--- config.mk ---
export PLATFORM = sky130hd
export DESIGN_NAME = mult_m2
export DESIGN_NICKNAME = d
export VERILOG_FILES = /design/src/rtl/mult_m2.sv
export SDC_FILE = /design/constraint.sdc
export NUM_CORES = 1
export LEC_CHECK = 0
export BUFFER_PORTS_ARGS = -buffer_cell sky130_fd_sc_hd__buf_2
export CORE_ASPECT_RATIO = 0.5
export CORE_MARGIN = 8
export CORE_UTILIZATION = 25
export CTS_CLUSTER_DIAMETER = 120
export DETAILED_ROUTE_END_ITERATION = 6
export PLACE_DENSITY = 0.46
export RECOVER_POWER = 100
export SYNTH_ARGS = -nofsm -noshare
export SYNTH_HDL_FRONTEND = slang
export SYNTH_SLANG_ARGS = --single-unit
--- constraint.sdc ---
create_clock -name clk -period 2.4 [get_ports clk]
set_clock_uncertainty 0.05 [all_clocks]
set_input_delay 0.12 -clock clk [delete_from_list [all_inputs] [get_ports clk]]
set_output_delay 0.12 -clock clk [all_outputs]
set_load 0.03 [all_outputs]
--- src/rtl/mult_m2.sv ---
// Second multiply pipeline stage: combines four 16x16 partial products into the signed
// 2*DATA_W-bit product. Registers the low word, zero/overflow flags and the
// destination-register tag for M3.
module mult_m2 #(
    parameter int unsigned DATA_W = 32,
    parameter int unsigned ADDR_W = 5
) (
    input  logic              clk,
    input  logic              reset,
    input  logic              we,
    input  logic              flush,
    input  logic              valid_in,
    input  logic              regwrite_mult_in,
    input  logic [ADDR_W-1:0] wreg_in,
    input  logic [DATA_W-1:0] pp_ll,
    input  logic [DATA_W-1:0] pp_lh,
    input  logic [DATA_W-1:0] pp_hl,
    input  logic [DATA_W-1:0] pp_hh,
    input  logic              neg_in,
    output logic              valid_out,
    output logic              regwrite_out,
    output logic [DATA_W-1:0] pre_m2result,
    output logic              pre_zero,
    output logic              pre_overflow,
    output logic [ADDR_W-1:0] dst_reg,
    output logic              busy_dst,
    output logic [15:0]       op_cnt
);

    localparam int unsigned PROD_W = 2 * DATA_W;
    localparam int unsigned HALF_W = DATA_W / 2;
    localparam int unsigned CNT_W  = 16;

    logic [DATA_W:0]   mid_c;
    logic [PROD_W-1:0] mag_c;
    logic [PROD_W-1:0] full_c;
    logic              zero_c;
    logic              ovf_c;
    logic              accept_c;
    logic              kill_c;

    logic              valid_q,  valid_d;
    logic              rw_q,     rw_d;
    logic              busy_q,   busy_d;
    logic [DATA_W-1:0] res_q,    res_d;
    logic              zero_q,   zero_d;
    logic              ovf_q,    ovf_d;
    logic [ADDR_W-1:0] dst_q,    dst_d;
    logic [CNT_W-1:0]  cnt_q,    cnt_d;

    // Product assembly; the middle sum keeps its carry bit before shifting.
    always_comb begin
        mid_c  = {1'b0, pp_lh} + {1'b0, pp_hl};
        mag_c  = {pp_hh, {DATA_W{1'b0}}}
               + (PROD_W'(mid_c) << HALF_W)
               + PROD_W'(pp_ll);
        full_c = neg_in ? (~mag_c + PROD_W'(1)) : mag_c;
        zero_c = (full_c[DATA_W-1:0] == '0);
        ovf_c  = (full_c[PROD_W-1:DATA_W] != {DATA_W{full_c[DATA_W-1]}});
    end

    // Flush dominates: it kills the entering op even while stalled.
    always_comb begin
        accept_c = we & valid_in & ~flush;
        kill_c   = flush | (we & ~valid_in);

        valid_d = valid_q;
        rw_d    = rw_q;
        busy_d  = busy_q;
        res_d   = res_q;
        zero_d  = zero_q;
        ovf_d   = ovf_q;
        dst_d   = dst_q;
        cnt_d   = cnt_q;

        if (accept_c) begin
            valid_d = 1'b1;
            rw_d    = regwrite_mult_in;
            busy_d  = regwrite_mult_in;
            res_d   = full_c[DATA_W-1:0];
            zero_d  = zero_c;
            ovf_d   = ovf_c;
            dst_d   = wreg_in;
            if (cnt_q != {CNT_W{1'b1}}) begin
                cnt_d = cnt_q + CNT_W'(1);
            end
        end else if (kill_c) begin
            valid_d = 1'b0;
            rw_d    = 1'b0;
            busy_d  = 1'b0;
        end
    end

    always_ff @(posedge clk or negedge reset) begin
        if (!reset) begin
            valid_q <= 1'b0;
            rw_q    <= 1'b0;
            busy_q  <= 1'b0;
            res_q   <= '0;
            zero_q  <= 1'b0;
            ovf_q   <= 1'b0;
            dst_q   <= '0;
            cnt_q   <= '0;
        end else begin
            valid_q <= valid_d;
            rw_q    <= rw_d;
            busy_q  <= busy_d;
            res_q   <= res_d;
            zero_q  <= zero_d;
            ovf_q   <= ovf_d;
            dst_q   <= dst_d;
            cnt_q   <= cnt_d;
        end
    end

    assign valid_out    = valid_q;
    assign regwrite_out = rw_q;
    assign busy_dst     = busy_q;
    assign pre_m2result = res_q;
    assign pre_zero     = zero_q;
    assign pre_overflow = ovf_q;
    assign dst_reg      = dst_q;
    assign op_cnt       = cnt_q;

endmodule

==> impl_metrics.py, run 1 <==
metrics = {
    "power": {
        "power_frac_seq_pct": 12.7,
        "max-vdd-ir-drop_mv": 0.4172,
        "power.internal_w": 0.005958,
        "leakage_nw": 6.895,
        "swShare_pct": 44.40,
        "finalPower_w": 0.01072,
        "power.density_nw_per_um2": 708.7,
        "combPwrFrac_pct": 74.0,
        "power.switching_w": 0.004758,
        "clock_power_share_pct": 13.3,
    },
    "worst_hold_path": {
        "holdPathEnd": "busy_dst",
        "min_path_type": "in2reg",
        "hold_path_depth": 3,
        "min-delay-start": "valid_in",
    },
    "global_route": {
        "grt_pass1_wl_mm": 55.08,
        "grtUsageTotal_pct": 15.79,
        "antenna_found_initial": 1,
        "grt_max_degree": 58,
        "grt_pass1_vias": 11010,
        "overflow": 0,
    },
    "timing": {
        "max_slew.worst_pin.slew_ns": 1.479,
        "relSlewSlack_pct": 1.379,
        "post-route-period-util_pct": 260.3,
        "finalHoldViolations": 0,
        "finalSetupViolations": 15,
        "rsz0062_at_grt": "yes",
        "hold_slack_ns": 0.01756,
        "maxSlewViolCount": 0,
        "fin_ws_ns": -3.847,
        "timing.fmax_mhz": 160.1,
        "min_period_ns": 6.247,
    },
    "final_layout": {
        "multi_input_area_um2": 7989,
        "fill_cells": 3482,
        "syn_to_final_growth_pct": 74.60,
        "final-seq-area_um2": 1426,
        "largest_reg_flops": 32,
        "finalInstanceArea_um2": 15120,
        "drive_above_1_share_pct": 44.35,
        "nNetsFinal": 1992,
        "fin_util_pct": 44.10,
    },
    "clock_tree": {
        "insertion_delay_ns": 0.33,
        "cts_sinks": 57,
        "clockBufferDepth": 2,
        "clk_pin_slew_worst_paths_ns": 0.06,
        "cts_max_level": 3,
        "cts_tree": "built",
        "cts_buffers": 9,
        "cts_root_buf": "clkbuf_16",
    },
    "setup_path": {
        "r2r_slack_ns": 0.36,
        "r2r_start": "op_cnt[3]",
        "crit_fanout": 5,
        "startpoint_type": "input pin",
        "required_ns": 2.56,
        "crit_type": "in2reg",
        "rr_worst_depth": 9,
        "end_kind": "flop",
        "slowest_delay_ns": 0.55,
        "r2r_end": "op_cnt[15]",
        "crit_family": "compound AO/OA/AOI/OAI gates",
        "critPathArrivalTime_ns": 6.41,
        "slowest_stage": "or4_4",
        "critPathBufInv": 3,
    },
    "synthesis": {
        "ys_warn_count": 0,
        "synth_ff_type": "dfrtp_1",
        "async_reset_ff_share_pct": 100.0,
        "synthCells": 1153,
        "synth_edf_count": 0,
        "synth.distinct_cells": 87,
        "synth-seq-cells": 57,
        "yosysSeqAreaShare_pct": 16.47,
        "avgSynthCellArea_um2": 7.512,
        "syn_nets": 1362,
        "syn_area_um2": 8661,
    },
    "run_status": {
        "failed_checks": "setup timing",
        "run_status": "complete, but fails checks",
    },
    "die": {
        "die_x_um": 279.2,
        "rows": 48,
        "coreArea_um2": 34290,
        "fp.dieArea_um2": 41220,
        "initial_utilization_pct": 25.26,
        "io_pins": 198,
        "fp.dieH_um": 147.6,
    },
    "drt": {
        "ant_nets": 0,
        "dr.pass1.iters": 5,
        "vias": 10870,
        "drt_wl_total_mm": 34.24,
        "routed_via_density": 4.801,
        "drc": 0,
        "wl_per_cell_um": 15.13,
        "first_iter_violations": 399,
    },
    "placed_design": {
        "numPortBuffers": 197,
        "dpl_cell_area_um2": 13360,
        "gp_congestion": 0.8653,
        "dp_hpwl_mm": 28.30,
    },
    "flow_run": {
        "maxCapViolations": 0,
    },
}
## cells by family after synthesis
kind of cell	count (synthesis)	share of synthesized area [%]
and+or+nand+nor	456	26.68
AOI/OAI and AO/OA	340	27.33
xor gates and xnor gates	138	14.04
buffers and inverters	79	3.684
adders and majority gates	69	10.14
DFF	57	16.47
muxes	14	1.647
## layout make-up
type / count / area share (%)
inverter: 34 / 0.8770
timing repair buffer: 664 / 30.74
clock inverter: 6 / 0.5957
clock buffer: 10 / 1.580
tap: 475 / 3.930
antenna: 1 / 0.01655
sequential: 57 / 9.432
multi-input combinational: 1017 / 52.83
## what timing repair did
item                       in CTS  in global routing
hold buffers                    8                  0
setup endpoints to repair      17                 17
pin swaps                      65                 70
setup buffers                  35                 39
gates resized for setup        95                114
hold endpoints to repair       64                  0
## worst reg2reg max path: cells and delay by family, from the launching register on
kind,cells,cell delay [ns]
flip-flops,1,0.43
XOR/XNOR,1,0.15
AO/OA/AOI/OAI,1,0.18
AND/OR/NAND/NOR,7,1.13
## metrics by stage
stage                     setup WS [ns]  instances  TNS (ns)
after global placement           -4.587       2176    -28.52
after detailed placement         -4.660       2176    -28.78
after global routing             -4.144       2264    -27.08
after CTS                        -3.869       2234    -22.12
final                            -3.847       2264    -24.19
after floorplan                  -3.915       1153    -16.04
## worst max-delay path by stage
| stage | depth (start not counted) | endpoint | startpoint | slack [ns] |
|---|---|---|---|---|
| 3_5_place_dp | 31 | pre_overflow | pp_lh[0] | -4.66 |
| 4_1_cts | 32 | pre_overflow | pp_lh[0] | -3.87 |
| 2_1_floorplan | 31 | pre_overflow | pp_lh[0] | -3.91 |
| 6_report | 31 | pre_overflow | pp_lh[0] | -3.85 |
| 3_3_place_gp | 31 | pre_overflow | pp_lh[0] | -4.59 |
| 5_1_grt | 34 | pre_overflow | pp_lh[0] | -4.14 |
## placed cells by master, fill, tap and decap left out, types with 16 or more instances in the layout
cell,n
nor4_1,16
a21o_1,30
dfrtp_1,57
inv_1,30
buf_4,406
buf_2,136
nor2_1,82
clkbuf_1,61
nor3_1,26
buf_6,48
xnor2_1,69
nand2_1,126
ha_1,61
o21ai_0,57
xor2_1,49
nand4_1,20
nand3_1,39
a21oi_1,48
and3_1,16
o21ai_2,22
a21oi_2,16
## cell usage after synthesis, types with 6 or more instances
library cell / number / area (um2)
nand2_1: 131 / 491.7
nor2_1: 91 / 341.6
o21ai_0: 87 / 435.4
xnor2_1: 79 / 691.9
ha_1: 67 / 838.3
a21oi_1: 63 / 315.3
xor2_1: 58 / 508.0
dfrtp_1: 57 / 1426
nand3_1: 41 / 205.2
inv_1: 34 / 127.6
nor3_1: 31 / 155.2
a21o_1: 30 / 225.2
clkbuf_1: 29 / 108.9
nor4_1: 22 / 137.6
and3_1: 20 / 125.1
nand4_1: 20 / 125.1
a31oi_1: 14 / 87.58
nand2b_1: 13 / 81.33
o41ai_1: 13 / 113.9
or3_1: 13 / 81.33
and2_1: 12 / 75.07
mux2i_1: 12 / 120.1
o21a_1: 11 / 82.58
o21bai_1: 11 / 82.58
o31ai_1: 11 / 82.58
a211oi_1: 10 / 75.07
nor2b_1: 10 / 62.56
or4_1: 10 / 75.07
buf_2: 9 / 45.04
nor3b_1: 9 / 67.56
o21ai_1: 7 / 35.03
or2_2: 7 / 43.79
o211ai_1: 6 / 45.04
## power by group through the flow
stage | Combinational [W] | Clock, W | Sequential [W]
floorplan | 0.00331 | 0 | 0.00173
global placement | 0.00682 | 0 | 0.00137
detailed placement | 0.00686 | 0 | 0.00137
CTS | 0.00744 | 0.00148 | 0.00136
global route | 0.00861 | 0.00152 | 0.00139
finish | 0.00793 | 0.00143 | 0.00136
## routing by layer
| metal | share of wire [%] | vias up | wire [um] | global-route usage, % |
|---|---|---|---|---|
| met5 | 0 | - | 0 | 0 |
| met1 | 46 | 5119 | 15650 | 20.49 |
| met4 | 1.9 | 0 | 660 | 3.895 |
| li1 | - | 5552 | - | - |
| met2 | 50 | 159 | 17040 | 28.20 |
| met3 | 2.6 | 40 | 894 | 1.243 |
No activity file was read; power rests on OpenSTA's default activity.
==> run 2: changes to the inputs <==
==> config.mk (replaced) <==
export PLATFORM = sky130hd
export DESIGN_NAME = mult_m2
export DESIGN_NICKNAME = d
export VERILOG_FILES = /design/src/rtl/mult_m2.sv
export SDC_FILE = /design/constraint.sdc
export NUM_CORES = 1
export LEC_CHECK = 0
export CORE_ASPECT_RATIO = 0.5
export CORE_MARGIN = 8
export CORE_UTILIZATION = 25
export CTS_CLUSTER_DIAMETER = 120
export DETAILED_ROUTE_END_ITERATION = 6
export DONT_BUFFER_PORTS = 1
export PLACE_DENSITY = 0.41
export RECOVER_POWER = 100
export REMOVE_ABC_BUFFERS = 1
export SYNTH_ARGS = -nofsm -noshare
export SYNTH_HDL_FRONTEND = slang
export SYNTH_SLANG_ARGS = --single-unit
==> run 2 against run 1 <==
The run ends with capacitance limit, slew limit, setup timing left. Count of clock-buffer cells in the layout rose by 1. Clock power rose by 5%. Power fell by 7.4%. Sequential share of layout area rose by 1.1 points. Non-clock buffer count fell by 217. Final cell count fell by 9.6%. Fmax fell by 0.95%. Cell area fell by 10%. Die area did not move. Critical path type unchanged.
==> impl_metrics.py, run 2 (synthesized netlist as in run 1, its figures left out) <==
metrics = {
    "run_status": {
        "run_status": "complete, but fails checks",
        "failed_checks": "capacitance limit, slew limit, setup timing",
    },
    "worst_hold_path": {
        "holdPathEnd": "pre_m2result[3]",
        "min-delay-start": "pp_ll[1]",
        "hold_path_depth": 3,
        "min_path_type": "in2reg",
    },
    "die": {
        "fp.dieH_um": 147.6,
        "initial_utilization_pct": 25.26,
        "rows": 48,
        "fp.dieArea_um2": 41220,
        "io_pins": 198,
        "coreArea_um2": 34290,
        "die_x_um": 279.2,
    },
    "setup_path": {
        "crit_fanout": 4,
        "slowest_delay_ns": 0.55,
        "startpoint_type": "input pin",
        "r2r_start": "op_cnt[3]",
        "critPathArrivalTime_ns": 6.48,
        "required_ns": 2.57,
        "slowest_stage": "or4_1",
        "cp_common_cell": "o21ai_2",
        "rr_worst_depth": 10,
        "crit_type": "in2reg",
        "r2r_slack_ns": 0.36,
        "r2r_end": "op_cnt[10]",
        "end_kind": "flop",
    },
    "clock_tree": {
        "clk_pin_slew_worst_paths_ns": 0.05,
        "cts_tree": "built",
        "cts_root_buf": "clkbuf_16",
        "insertion_delay_ns": 0.34,
        "clockBufferDepth": 2,
        "cts_max_level": 3,
        "cts_buffers": 9,
        "cts_sinks": 57,
    },
    "final_layout": {
        "fin_util_pct": 39.54,
        "antenna_cells": 0,
        "largest_reg_flops": 32,
        "drive_above_1_share_pct": 35.96,
        "nNetsFinal": 1775,
        "final_common_cell": "buf_4",
        "fill_cells": 3557,
        "finalNonFillerCells": 2046,
        "syn_to_final_growth_pct": 56.54,
        "mostFrequentLayoutCells": "buf_4, nand2_1, nor2_1",
    },
    "timing": {
        "post-route-period-util_pct": 262.8,
        "finalSetupViolations": 14,
        "relSlewSlack_pct": -1.535,
        "tns_ns": -21.82,
        "maxSlewViolCount": 58,
        "fin_ws_ns": -3.907,
        "timing.fmax_mhz": 158.6,
        "finalHoldViolations": 0,
        "max_slew.worst_pin.slew_ns": 1.523,
        "rsz0062_at_grt": "yes",
        "min_period_ns": 6.307,
    },
    "placed_design": {
        "dp_hpwl_mm": 27.15,
        "numPlacedInstances": 1960,
        "numPortBuffers": 0,
        "gp_congestion": 0.8638,
    },
    "power": {
        "power.internal_w": 0.005571,
        "power.switching_w": 0.004347,
        "power.density_nw_per_um2": 731.6,
        "power_frac_seq_pct": 17.5,
        "max-vdd-ir-drop_mv": 0.3529,
        "combPwrFrac_pct": 67.4,
        "swShare_pct": 43.83,
        "leakage_nw": 6.012,
        "clock_power_share_pct": 15.2,
    },
    "drt": {
        "drc": 0,
        "wl_per_cell_um": 16.22,
        "routed_via_density": 4.944,
        "drt_wl_total_mm": 33.19,
        "dr.pass1.iters": 5,
        "vias": 10120,
        "ant_nets": 0,
        "first_iter_violations": 461,
    },
    "global_route": {
        "antenna_found_initial": 1,
        "grt_pass1_wl_mm": 52.67,
        "grt_max_degree": 75,
        "overflow": 0,
        "grt_pass1_vias": 10290,
        "grtUsageTotal_pct": 15.30,
    },
    "flow_run": {
        "maxCapViolations": 1,
    },
}
[run 2: changes by cell type in the layout (fill, tap and decap cells not counted), sizes merged]
cell / previous run / this run
buf: 593 / 406
clkbuf: 73 / 31
bufinv: 2 / 3
dlygate4sd3: 8 / 21
diode: 1 / 0
inv: 35 / 34
clkinv: 2 / 1
[run 2: timing repair]
action | 4_1_cts | 5_1_grt
hold buffers | 22 | 0
pin swaps | 55 | 42
endpoints found under the hold margin | 75 | 0
endpoints found under the setup margin | 15 | 16
resized for setup | 152 | 52
setup buffers | 42 | 22
[run 2: worst max-delay path by stage]
stage              from      endpoint  cells after the start
2_1_floorplan  pp_lh[0]  pre_overflow                     31
5_1_grt        pp_hl[0]  pre_overflow                     29
3_3_place_gp   pp_lh[0]  pre_overflow                     32
6_report       pp_hl[0]  pre_overflow                     32
4_1_cts        pp_lh[0]  pre_overflow                     33
3_5_place_dp   pp_lh[0]  pre_overflow                     32
[run 2: cell type report]
class	count	area [um2]	area share [%]
tap	475	594.3	4.384
timing repair buffer	447	3488	25.73
clock inverter	5	102.6	0.7567
sequential	57	1426	10.52
inverter	34	132.6	0.9782
clock buffer	11	242.7	1.790
multi-input combinational	1017	7571	55.84
[run 2: power groups by stage]
stage / combinational, W / clock (W) / sequential, W
after floorplan: 0.00303 / 0 / 0.00173
after global placement: 0.00574 / 0 / 0.00176
after detailed placement: 0.00580 / 0 / 0.00177
after CTS: 0.00650 / 0.00154 / 0.00175
after global routing: 0.00730 / 0.00158 / 0.00175
final: 0.00668 / 0.00150 / 0.00173
[run 2: worst max-delay path, delay by kind of cell]
kind            cells  cell delay [ns]
simple gates        5             1.77
fa+ha+maj           3             0.78
buf+inv             3             0.31
xor+xnor            3             0.42
compound gates     18             3.06
[run 2: routing by layer]
metal	share of wire (%)	GRT usage, %
met3	4.1	2.250
met2	50	27.80
met5	0.039	0
met1	45	18.99
met4	1.4	3.402
[run 2: through the flow]
stage                     setup WS (ns)  cell area, um2  total power [W]  hold slack (ns)
after floorplan                  -4.700            8469         0.004761          -0.2256
after global placement           -5.093           11890         0.007507          -0.2239
after detailed placement         -5.206           11890         0.007567          -0.2240
after CTS                        -3.984           13380         0.009796          0.01084
after global routing             -4.282           13560          0.01063          0.04307
final                            -3.907           13560         0.009919          0.01887
